### src/rtl/ld_pkg.sv
// ld_pkg: funct3 load encodings, FSM states and load size helpers
package ld_pkg;
  localparam logic [2:0] F3_LB  = 3'b000;
  localparam logic [2:0] F3_LH  = 3'b001;
  localparam logic [2:0] F3_LW  = 3'b010;
  localparam logic [2:0] F3_LD  = 3'b011;
  localparam logic [2:0] F3_LBU = 3'b100;
  localparam logic [2:0] F3_LHU = 3'b101;
  localparam logic [2:0] F3_LWU = 3'b110;
  typedef enum logic [2:0] {S_IDLE, S_REQ0, S_WAIT0, S_REQ1, S_WAIT1, S_RESP} state_t;
  function automatic logic [3:0] ld_bytes(input logic [2:0] f3);
    return 4'd1 << f3[1:0];
  endfunction
  function automatic logic f3_illegal(input logic [2:0] f3, input int xlen);
    return f3 == 3'b111 || (xlen == 32 && (f3 == F3_LD || f3 == F3_LWU));
  endfunction
  function automatic logic crosses(input logic [2:0] off, input logic [2:0] f3, input int xlen);
    return ({2'b00, off} + {1'b0, ld_bytes(f3)}) > 5'(xlen / 8);
  endfunction
endpackage

### src/rtl/load_ext.sv
// load_ext: picks the addressed bytes out of a double word and sign/zero extends them
//   i_data   two consecutive memory words {word1, word0}
//   i_off    byte offset of the load inside word0
//   i_funct3 load type
//   o_data   aligned, extended result
module load_ext
  import ld_pkg::*;
#(
  parameter int XLEN = 32
) (
  input  logic [2*XLEN-1:0] i_data,
  input  logic [2:0]        i_off,
  input  logic [2:0]        i_funct3,
  output logic [XLEN-1:0]   o_data
);
  logic [XLEN-1:0] lo, mask;
  logic [6:0] nbits;
  logic uns, sx;
  always_comb begin
    lo = XLEN'(i_data >> {i_off, 3'b000});
    nbits = (i_funct3 == F3_LB || i_funct3 == F3_LBU) ? 7'd8 :
            (i_funct3 == F3_LH || i_funct3 == F3_LHU) ? 7'd16 :
            (i_funct3 == F3_LW || i_funct3 == F3_LWU) ? 7'd32 : 7'd64;
    uns = i_funct3 == F3_LBU || i_funct3 == F3_LHU || i_funct3 == F3_LWU;
    // a shift by the full width yields zero, so the mask wraps to all ones for full-width loads
    mask = (XLEN'(1) << nbits) - XLEN'(1);
    // mask ^ (mask >> 1) isolates the sign bit position of the loaded field
    sx = ~uns & |(lo & (mask ^ (mask >> 1)));
    o_data = (lo & mask) | ({XLEN{sx}} & ~mask);
  end
endmodule

### src/rtl/load_align_unit.sv
// load_align_unit: issues one or two aligned word reads per load and returns the aligned, extended result
//   i_ld_*    load request (valid/ready, byte address, funct3)
//   o_dmem_*  word-aligned read request, i_dmem_gnt accepts it, i_dmem_rvalid/rdata return data
//   o_rsp_*   result (valid/ready, data, fault for illegal funct3 or forbidden misalignment)
module load_align_unit
  import ld_pkg::*;
#(
  parameter int XLEN        = 32,
  parameter bit MISALIGN_EN = 1'b1
) (
  input  logic            i_clk,
  input  logic            i_rst_n,
  input  logic            i_ld_valid,
  output logic            o_ld_ready,
  input  logic [XLEN-1:0] i_ld_addr,
  input  logic [2:0]      i_funct3,
  output logic            o_dmem_req,
  output logic [XLEN-1:0] o_dmem_addr,
  input  logic            i_dmem_gnt,
  input  logic            i_dmem_rvalid,
  input  logic [XLEN-1:0] i_dmem_rdata,
  output logic            o_rsp_valid,
  input  logic            i_rsp_ready,
  output logic [XLEN-1:0] o_rsp_data,
  output logic            o_rsp_fault
);
  localparam int OB = XLEN == 64 ? 3 : 2;
  localparam logic [XLEN-1:0] WSTEP = XLEN'(XLEN / 8);
  state_t state_q, state_d;
  logic [XLEN-1:0] addr_q, w0_q, data_q, ext_data;
  logic [2:0] f3_q;
  logic fault_q, accept, bad_in, cross_q, fill, in_w1;
  always_comb begin
    accept = i_ld_valid && state_q == S_IDLE;
    bad_in = f3_illegal(i_funct3, XLEN) || (!MISALIGN_EN && crosses(3'(i_ld_addr[OB-1:0]), i_funct3, XLEN));
    cross_q = crosses(3'(addr_q[OB-1:0]), f3_q, XLEN);
    in_w1 = state_q == S_WAIT1;
    fill = i_dmem_rvalid && ((state_q == S_WAIT0 && !cross_q) || in_w1);
  end
  load_ext #(.XLEN(XLEN)) u_ext (
    .i_data  ({in_w1 ? i_dmem_rdata : '0, in_w1 ? w0_q : i_dmem_rdata}),
    .i_off   (3'(addr_q[OB-1:0])),
    .i_funct3(f3_q),
    .o_data  (ext_data)
  );
  always_ff @(posedge i_clk or negedge i_rst_n)
    if (!i_rst_n) state_q <= S_IDLE;
    else state_q <= state_d;
  always_comb begin
    state_d = state_q;
    case (state_q)
      S_IDLE:  if (i_ld_valid) state_d = bad_in ? S_RESP : S_REQ0;
      S_REQ0:  if (i_dmem_gnt) state_d = S_WAIT0;
      S_WAIT0: if (i_dmem_rvalid) state_d = cross_q ? S_REQ1 : S_RESP;
      S_REQ1:  if (i_dmem_gnt) state_d = S_WAIT1;
      S_WAIT1: if (i_dmem_rvalid) state_d = S_RESP;
      S_RESP:  if (i_rsp_ready) state_d = S_IDLE;
      default: state_d = S_IDLE;
    endcase
  end
  always_comb begin
    o_ld_ready = state_q == S_IDLE;
    o_dmem_req = state_q == S_REQ0 || state_q == S_REQ1;
    o_dmem_addr = {addr_q[XLEN-1:OB], {OB{1'b0}}} + (state_q == S_REQ1 ? WSTEP : '0);
    o_rsp_valid = state_q == S_RESP;
    o_rsp_data = data_q;
    o_rsp_fault = fault_q;
  end
  always_ff @(posedge i_clk or negedge i_rst_n)
    if (!i_rst_n) begin
      addr_q <= '0;
      f3_q <= '0;
      w0_q <= '0;
      data_q <= '0;
      fault_q <= 1'b0;
    end else begin
      if (accept) begin
        addr_q <= i_ld_addr;
        f3_q <= i_funct3;
        data_q <= '0;
        fault_q <= bad_in;
      end
      if (state_q == S_WAIT0 && i_dmem_rvalid) w0_q <= i_dmem_rdata;
      if (fill) data_q <= ext_data;
    end
endmodule

### config.mk
export PLATFORM = sky130hd
export DESIGN_NAME = load_align_unit
export DESIGN_NICKNAME = d
export VERILOG_FILES = /design/src/rtl/ld_pkg.sv /design/src/rtl/load_ext.sv /design/src/rtl/load_align_unit.sv
export SDC_FILE = /design/constraint.sdc
export NUM_CORES = 1
export LEC_CHECK = 0
export BUFFER_PORTS_ARGS = -buffer_cell sky130_fd_sc_hd__buf_2
export CORE_UTILIZATION = 57
export CTS_BUF_LIST = sky130_fd_sc_hd__clkbuf_16
export DETAILED_ROUTE_END_ITERATION = 8
export PLACE_DENSITY = 0.86
export SLEW_MARGIN = 40
export SYNTH_ARGS = -nofsm -noshare
export SYNTH_HDL_FRONTEND = slang
export SYNTH_HIERARCHICAL = 1
export SYNTH_SLANG_ARGS = --single-unit
export TNS_END_PERCENT = 30
### constraint.sdc
create_clock -name i_clk -period 3.6 [get_ports i_clk]
set_clock_uncertainty 0.05 [all_clocks]
set_input_delay 0 -clock i_clk [delete_from_list [all_inputs] [get_ports i_clk]]
set_output_delay 0 -clock i_clk [all_outputs]
set_load 0.01 [all_outputs]
==> summary.txt, run 1 <==
STA
  – Final Hold Viols: 0
  – FMAX: 327 MHz
  – Hold_ws: 0.0105 ns
  – Worst Max-Slew Pin Slew: 0.839 ns
  – Max-slew violation count: 0
  – Final period demand of the worst path: 3.06 ns
  – Setup Total Neg Slack: 0 ns
  – Fin crit share: 0.849
  – Fin worst setup slack: 0.542 ns
  – Final setup fails: 0
  – RSZ-0062 raised after global routing: false
  – Slew HR: 0.437

Final layout
  – Storage element area: 2580 µm²
  – Share of layout cells above drive strength 1: 0.284
  – Final #Nets: 1058
  – Filler instances: 855
  – Area Growth Syn to Fin: 24.6%
  – Area of the multi-input gates: 4270 µm²
  – Final instance area: 9050 µm²
  – Non-Filler Instances: 1153

Clock tree
  – Clk_lat worst skew: 0.37 ns
  – Clk Tree Root Cell: clkbuf_16
  – H-tree depth: 3
  – Clock sinks: 103
  – Clock Tree Buf Depth: 2
  – TritonCTS buffer count: 9
  – Clock transition at path regs: 0.06 ns
  – CTS tree: yes

Yosys
  – Yosys top cell area share: 0.355
  – Syn Area/Cell: 9.21 µm²
  – Post-synthesis sequential area ratio: 0.355
  – Synth area leaders: dfrtp_1 36%, mux2_2 11%, nand2_1 9.6%
  – Most common flop cell mapped by yosys: dfrtp_1
  – Synthesized area: 7260 µm²
  – Asr flop ratio synth: 1.00
  – Most common library cells after synthesis: 185 x nand2_1, 103 x dfrtp_1, 73 x mux2_2, 56 x mux2i_1, 41 x inv_1
  – EDFF count, synth: 0
  – YS warnings: 6
  – Leading area contributor after synthesis: dfrtp_1
  – Post-Syn Instances: 788
  – #FFs+latches synth: 103
  – Synth unique cells: 59
  – Most frequent cell after synthesis: nand2_1

Detailed routing
  – Remaining DRCs: 0
  – Router iterations before antenna repair: 5
  – Via density: 5.85
  – Starting DRT DRC Count: 814
  – Total wire length: 20.3 mm
  – Wirelength per Cell: 17.6 µm
  – Vias after detailed routing: 6745
  – Number of routed nets with antenna violations: 0

Floorplan
  – Top Ports: 141
  – Starting Density: 0.594
  – Die area: 13200 µm²
  – Site Rows: 40
  – Die Span Y: 115 µm
  – Core area: 12200 µm²
  – DIE WIDTH: 115 µm

Power
  – Logic pwr share: 0.542
  – Switching share of power: 0.438
  – Worst vdd ir: 0.524 mV
  – Flop pwr share: 0.312
  – Internal Power: 0.00386 W
  – Sw Pwr: 0.00300 W
  – Clock power frac: 0.146
  – P_leak: 4.55 nW
  – Pwr dens: 759 nW/µm²

Critical path
  – Worst Setup End Kind: primary output
  – Crit path cell chain: inv_1, buf_4, nor2_1, ha_1, nand2_1, nor3_1, nand3_1, xnor2_1, buf_2
  – CP Class: reg -> out
  – Crit path max fanout: 37
  – CP max stage delay: 0.72 ns
  – CP Data Arrival Time: 3.01 ns
  – Critical path required time: 3.55 ns
  – Worst path slowest cell: nor3_1
  – CP Launch Type: flop

Placed design
  – Dpl ws: 0.652 ns
  – Post-place instance area: 8060 µm²
  – Placed cell count: 1067
  – Post-DP HPWL: 12.9 mm
  – Final Wtd Congestion: 0.918
  – IO Port Bufs: 138

Global route
  – First-pass GRT wire length: 32.6 mm
  – Grt ovf: 0
  – Largest net degree at the start of global routing: 82
  – Global Route Usage Sum: 0.319
  – Initial antenna violation count: 0
  – Vias in the first global route: 6573

Status
  – Outcome: finished, final reports clean

Flow run
  – Max cap viols: 0

Min path
  – Worst Hold Class: in -> reg
## power groups by stage
| stage | sequential, W | combinational (W) | clock [W] |
|---|---|---|---|
| 5_1_grt | 0.00221 | 0.00404 | 0.00106 |
| 4_1_cts | 0.00212 | 0.00363 | 0.00101 |
| 6_report | 0.00214 | 0.00372 | 0.00100 |
| 2_1_floorplan | 0.00206 | 0.00265 | 0 |
| 3_3_place_gp | 0.00211 | 0.00345 | 0 |
| 3_5_place_dp | 0.00214 | 0.00355 | 0 |
## layout make-up
type,instances,share of cell area
Inverter,43,0.0178
Antenna cell,1,0.000277
Clock buffer,9,0.0249
Timing Repair Buffer,225,0.169
Tap cell,168,0.0232
Multi-Input combinational cell,597,0.472
Clock inverter,7,0.00802
Sequential cell,103,0.285
## repair_timing
action | in CTS | in global routing
buffers inserted | 0 | 0
endpoints found under the hold margin | 151 | 0
resized for setup | 0 | 0
hold buffers | 69 | 0
## cells by family (layout without fill, tap and decap cells)
| kind of cell | after synthesis | count (layout) | synth area share |
|---|---|---|---|
| and+or+nand+nor | 307 | 307 | 0.198 |
| DFF | 103 | 103 | 0.355 |
| adders and majority gates | 6 | 6 | 0.0114 |
| buffers and inverters | 97 | 284 | 0.0636 |
| xor gates and xnor gates | 31 | 31 | 0.0374 |
| other | 1 | 11 | 0.000517 |
| muxes | 148 | 148 | 0.245 |
| AOI/OAI and AO/OA | 95 | 95 | 0.0895 |
## critical path, delay by kind of cell (launching register included)
| kind | cells | cell delay, ns |
|---|---|---|
| fa+ha+maj | 1 | 0.24 |
| buf+inv | 3 | 0.48 |
| flops | 1 | 0.45 |
| simple gates | 4 | 1.28 |
| xor+xnor | 1 | 0.20 |
## final timing paths
check	to	cells past startpoint	slack (ns)	start
min in group asynchronous	addr_q[0]$_DFFE_PN0P_	2	0.20	i_rst_n
worst min register to register	addr_q[2]$_DFFE_PN0P_	2	0.44	addr_q[2]$_DFFE_PN0P_
worst max register to register	o_rsp_data[15]$_DFFE_PN0P_	11	0.55	state_q[1]$_DFFE_PN0P_
worst min-delay path	state_q[0]$_DFFE_PN0P_	4	0.01	i_dmem_rvalid
worst max-delay path	o_dmem_addr[23]	9	0.54	state_q[0]$_DFFE_PN0P_
max in group asynchronous	o_rsp_data[29]$_DFFE_PN0P_	3	2.53	i_rst_n
## routing by layer
layer / track usage / share of wire
met5: 0 / 0
met4: 0.149 / 0.032
met3: 0.0722 / 0.089
met2: 0.491 / 0.46
met1: 0.431 / 0.42
## state kept, by name (all words and copies together) (netlist names)
| name | flops |
|---|---|
| addr_q | 32 |
| o_rsp_data | 32 |
| w0_q | 32 |
| f3_q | 3 |
| state_q | 3 |
| o_rsp_fault | 1 |
## cells in the final DEF (no fill, tap or decap), drive strengths merged, types with 8 or more instances in the layout
cell type    count
nand2          186
buf            155
dfrtp          103
mux2            76
dlygate4sd3     69
mux2i           56
inv             45
and3            35
o21ai           34
nor2            23
xnor2           21
a21oi           19
mux4            16
nand4           12
nand3           10
xor2            10
conb            10
clkbuf          10
o22ai            9
nor3             9
nand2b           8
## per-stage QoR
stage          utilization  total power [W]
2_1_floorplan            -          0.00471
3_3_place_gp         0.659          0.00556
3_5_place_dp         0.660          0.00569
4_1_cts              0.741          0.00676
5_1_grt              0.741          0.00732
6_report             0.741          0.00687
Note: power is estimated with default switching activity, not from simulation.
==> inputs of run 2 (changes only) <==
--- a/config.mk
+++ b/config.mk
@@ -6,10 +6,10 @@
 export NUM_CORES = 1
 export LEC_CHECK = 0
 export BUFFER_PORTS_ARGS = -buffer_cell sky130_fd_sc_hd__buf_2
-export CORE_UTILIZATION = 57
+export CORE_UTILIZATION = 51
 export CTS_BUF_LIST = sky130_fd_sc_hd__clkbuf_16
 export DETAILED_ROUTE_END_ITERATION = 8
-export PLACE_DENSITY = 0.86
+export PLACE_DENSITY = 0.81
 export SLEW_MARGIN = 40
 export SYNTH_ARGS = -nofsm -noshare
 export SYNTH_HDL_FRONTEND = slang
==> constraint.sdc (replaced) <==
create_clock -name i_clk -period 2.8 [get_ports i_clk]
set_clock_uncertainty 0.05 [all_clocks]
set_input_delay 0 -clock i_clk [delete_from_list [all_inputs] [get_ports i_clk]]
set_output_delay 0 -clock i_clk [all_outputs]
set_load 0.01 [all_outputs]
==> summary.txt, run 2 (synthesized netlist as in run 1, its figures left out) <==
Power
  – Logic pwr share: 0.557 (was 0.542)
  – Pwr Total: 0.00886 W (was 0.00687 W)
  – Pwr dens: 962 nW/µm² (was 759 nW/µm²)
  – Switching share of power: 0.436 (was 0.438)
  – Internal Power: 0.00500 W (was 0.00386 W)
  – Clock power frac: 0.134 (was 0.146)
  – Sw Pwr: 0.00386 W (was 0.00300 W)
  – P_leak: 4.60 nW (was 4.55 nW)
  – Flop pwr share: 0.309 (was 0.312)
  – Worst vdd ir: 0.420 mV (was 0.524 mV)

Global route
  – Grt ovf: 0 (unchanged)
  – Global Route Usage Sum: 0.268 (was 0.319)
  – Largest net degree at the start of global routing: 68 (was 82)
  – Initial antenna violation count: 1 (was 0)
  – First-pass GRT wire length: 30.8 mm (was 32.6 mm)
  – Vias in the first global route: 6180 (was 6573)

Detailed routing
  – Via density: 5.64 (was 5.85)
  – Vias after detailed routing: 6634 (was 6745)
  – Starting DRT DRC Count: 547 (was 814)
  – Remaining DRCs: 0 (unchanged)
  – Total wire length: 19.4 mm (was 20.3 mm)
  – Number of routed nets with antenna violations: 0 (unchanged)
  – Router iterations before antenna repair: 5 (unchanged)
  – Wirelength per Cell: 16.5 µm (was 17.6 µm)

STA
  – FMAX: 358 MHz
  – RSZ-0062 raised after global routing: true (was false)
  – Max-slew violation count: 0 (unchanged)
  – Fin worst setup slack: 0.00366 ns (was 0.542 ns)
  – Slew HR: 0.460 (was 0.437)
  – Final setup fails: 0 (unchanged)
  – Fin crit share: 0.999
  – Final Hold Viols: 0 (unchanged)
  – Final period demand of the worst path: 2.80 ns
  – Worst Max-Slew Pin Slew: 0.808 ns (was 0.839 ns)

Clock tree
  – Clock sinks: 103 (unchanged)
  – TritonCTS buffer count: 9 (unchanged)
  – H-tree depth: 3 (unchanged)
  – Clk Tree Root Cell: clkbuf_16 (unchanged)
  – Clk_lat worst skew: 0.36 ns (was 0.37 ns)
  – CTS tree: yes (unchanged)
  – Clock transition at path regs: 0.07 ns (was 0.06 ns)
  – Clock Tree Buf Depth: 2 (unchanged)

Final layout
  – Filler instances: 1073 (was 855)
  – Commonest non-fill, non-tap cell in the layout: nand2_1 (unchanged)
  – Final #Nets: 1069 (was 1058)
  – Final core utilization: 0.664 (was 0.741)
  – Most frequent cells in the layout: 182 x nand2_1, 137 x buf_2, 102 x dfrtp_1, 70 x mux2_2, 69 x dlygate4sd3_1 (was 184 x nand2_1, 137 x buf_2, 102 x dfrtp_1, 73 x mux2_2, 69 x dlygate4sd3_1)
  – Area Growth Syn to Fin: 26.9% (was 24.6%)
  – Non-Filler Instances: 1176 (was 1153)
  – Share of layout cells above drive strength 1: 0.303 (was 0.284)

Critical path
  – CP Launch Type: flop (unchanged)
  – CP Class: reg -> reg (was reg -> out)
  – Reg2Reg Depth: 12 (was 11)
  – Worst Setup End Kind: flop (was primary output)
  – CP Data Arrival Time: 2.97 ns (was 3.01 ns)
  – Worst R2R Setup Slack: 0.004 ns (was 0.55 ns)
  – Crit path max fanout: 8 (was 37)
  – Worst flop-to-flop path endpoint: o_rsp_data[10]$_DFFE_PN0P_ (was o_rsp_data[15]$_DFFE_PN0P_)
  – Worst R2R Start: state_q[2]$_DFFE_PN0P_ (was state_q[1]$_DFFE_PN0P_)
  – Critical path required time: 2.98 ns (was 3.55 ns)

Floorplan
  – Site Rows: 43 (was 40)
  – Core area: 13900 µm² (was 12200 µm²)
  – Top Ports: 141 (unchanged)
  – Die Span Y: 121 µm (was 115 µm)
  – Die area: 14700 µm² (was 13200 µm²)
  – Starting Density: 0.523 (was 0.594)
  – DIE WIDTH: 121 µm (was 115 µm)

Placed design
  – IO Port Bufs: 138 (unchanged)
  – Placed cell count: 1086 (was 1067)
  – Post-DP HPWL: 13.0 mm (was 12.9 mm)
  – Final Wtd Congestion: 0.894 (was 0.918)
  – Dpl ws: 0.00850 ns (was 0.652 ns)

Flow run
  – Max cap viols: 0 (unchanged)

Status
  – Outcome: finished, final reports clean (unchanged)

Min path
  – Worst Hold Class: in -> reg (unchanged)
  – Hold Startpoint: i_rsp_ready (was i_dmem_rvalid)
  – Hold path depth: 4 (unchanged)
  – Hold Path Sink: state_q[0]$_DFFE_PN0P_ (unchanged)
-- run 2: cell types whose count changed in the layout (fill, tap and decap cells not counted), sizes merged --
| cell | delta |
|---|---|
| bufinv | -1 |
| clkinvlp | +2 |
| inv | -1 |
| o21ai | +1 |
| buf | +11 |
| clkbuf | -1 |
-- run 2: power by group through the flow --
stage	clock, W	combinational, W	sequential, W
2_1_floorplan	0	0.00345	0.00265
3_3_place_gp	0	0.00454	0.00271
3_5_place_dp	0	0.00464	0.00275
4_1_cts	0.00121	0.00479	0.00272
5_1_grt	0.00127	0.00538	0.00284
6_report	0.00119	0.00493	0.00274
-- run 2: metal layers --
metal | GRT usage | vias to the layer above | wire length [µm]
met1 | 0.375 | 3134 | 8560
met2 | 0.404 | 306 | 8850
met5 | 0 | - | 0
met4 | 0.106 | 0 | 468
li1 | - | 3148 | -
met3 | 0.0540 | 46 | 1540
-- run 2: worst max-delay path by stage --
stage / from / to / slack [ns] / depth (start not counted)
6_report: state_q[2]$_DFFE_PN0P_ / o_rsp_data[10]$_DFFE_PN0P_ / 0.004 / 12
5_1_grt: state_q[2]$_DFFE_PN0P_ / o_rsp_data[10]$_DFFE_PN0P_ / -0.08 / 12
4_1_cts: state_q[2]$_DFFE_PN0P_ / o_rsp_data[8]$_DFFE_PN0P_ / 0.008 / 12
3_5_place_dp: state_q[1]$_DFFE_PN0P_ / o_rsp_data[30]$_DFFE_PN0P_ / 0.008 / 11
3_3_place_gp: state_q[1]$_DFFE_PN0P_ / o_rsp_data[30]$_DFFE_PN0P_ / 0.04 / 11
2_1_floorplan: state_q[2]$_DFFE_PN0P_ / o_rsp_data[30]$_DFFE_PN0P_ / -0.09 / 15
-- run 2: cell type report --
| cell class | count | area (µm²) | area share |
|---|---|---|---|
| Antenna cell | 1 | 2.50 | 0.000272 |
| Clock buffer | 9 | 225 | 0.0244 |
| Clock inverter | 7 | 50.0 | 0.00543 |
| Inverter | 43 | 161 | 0.0175 |
| Multi-Input combinational cell | 598 | 4350 | 0.472 |
| Sequential cell | 103 | 2580 | 0.280 |
| Tap cell | 180 | 225 | 0.0244 |
| Timing Repair Buffer | 235 | 1620 | 0.176 |
-- run 2: worst max-delay path, cell delays in order, from the launching register on --
cell and delay, ns:
dfrtp_1 0.37, nor2b_2 0.16, and2_4 0.17, buf_12 0.13, mux2_4 0.31, mux4_2 0.48
o2bb2ai_2 0.15, nand2_2 0.10, nand4_4 0.18, o21ai_4 0.31, o21ai_1 0.13, inv_1 0.08
mux2i_1 0.06
-- run 2: metrics by stage --
step | hold WS, ns | setup TNS, ns | instance area (µm²)
CTS | 0.0200 | 0 | 9140
floorplan | -0.346 | -1.06 | 7330
detailed placement | 0.00294 | 0 | 8150
finish | 0.0231 | 0 | 9210
global route | 0.0468 | -0.935 | 9210
global placement | 0.00310 | 0 | 8150
-- run 2: repair_timing --
action                     CTS  global route
buffers inserted             2             1
setup endpoints to repair    4            31
hold endpoints to repair   118             0
gates resized for setup      1            12
pin swaps                    3             4
hold buffers                69             0
gates cloned                 0             1
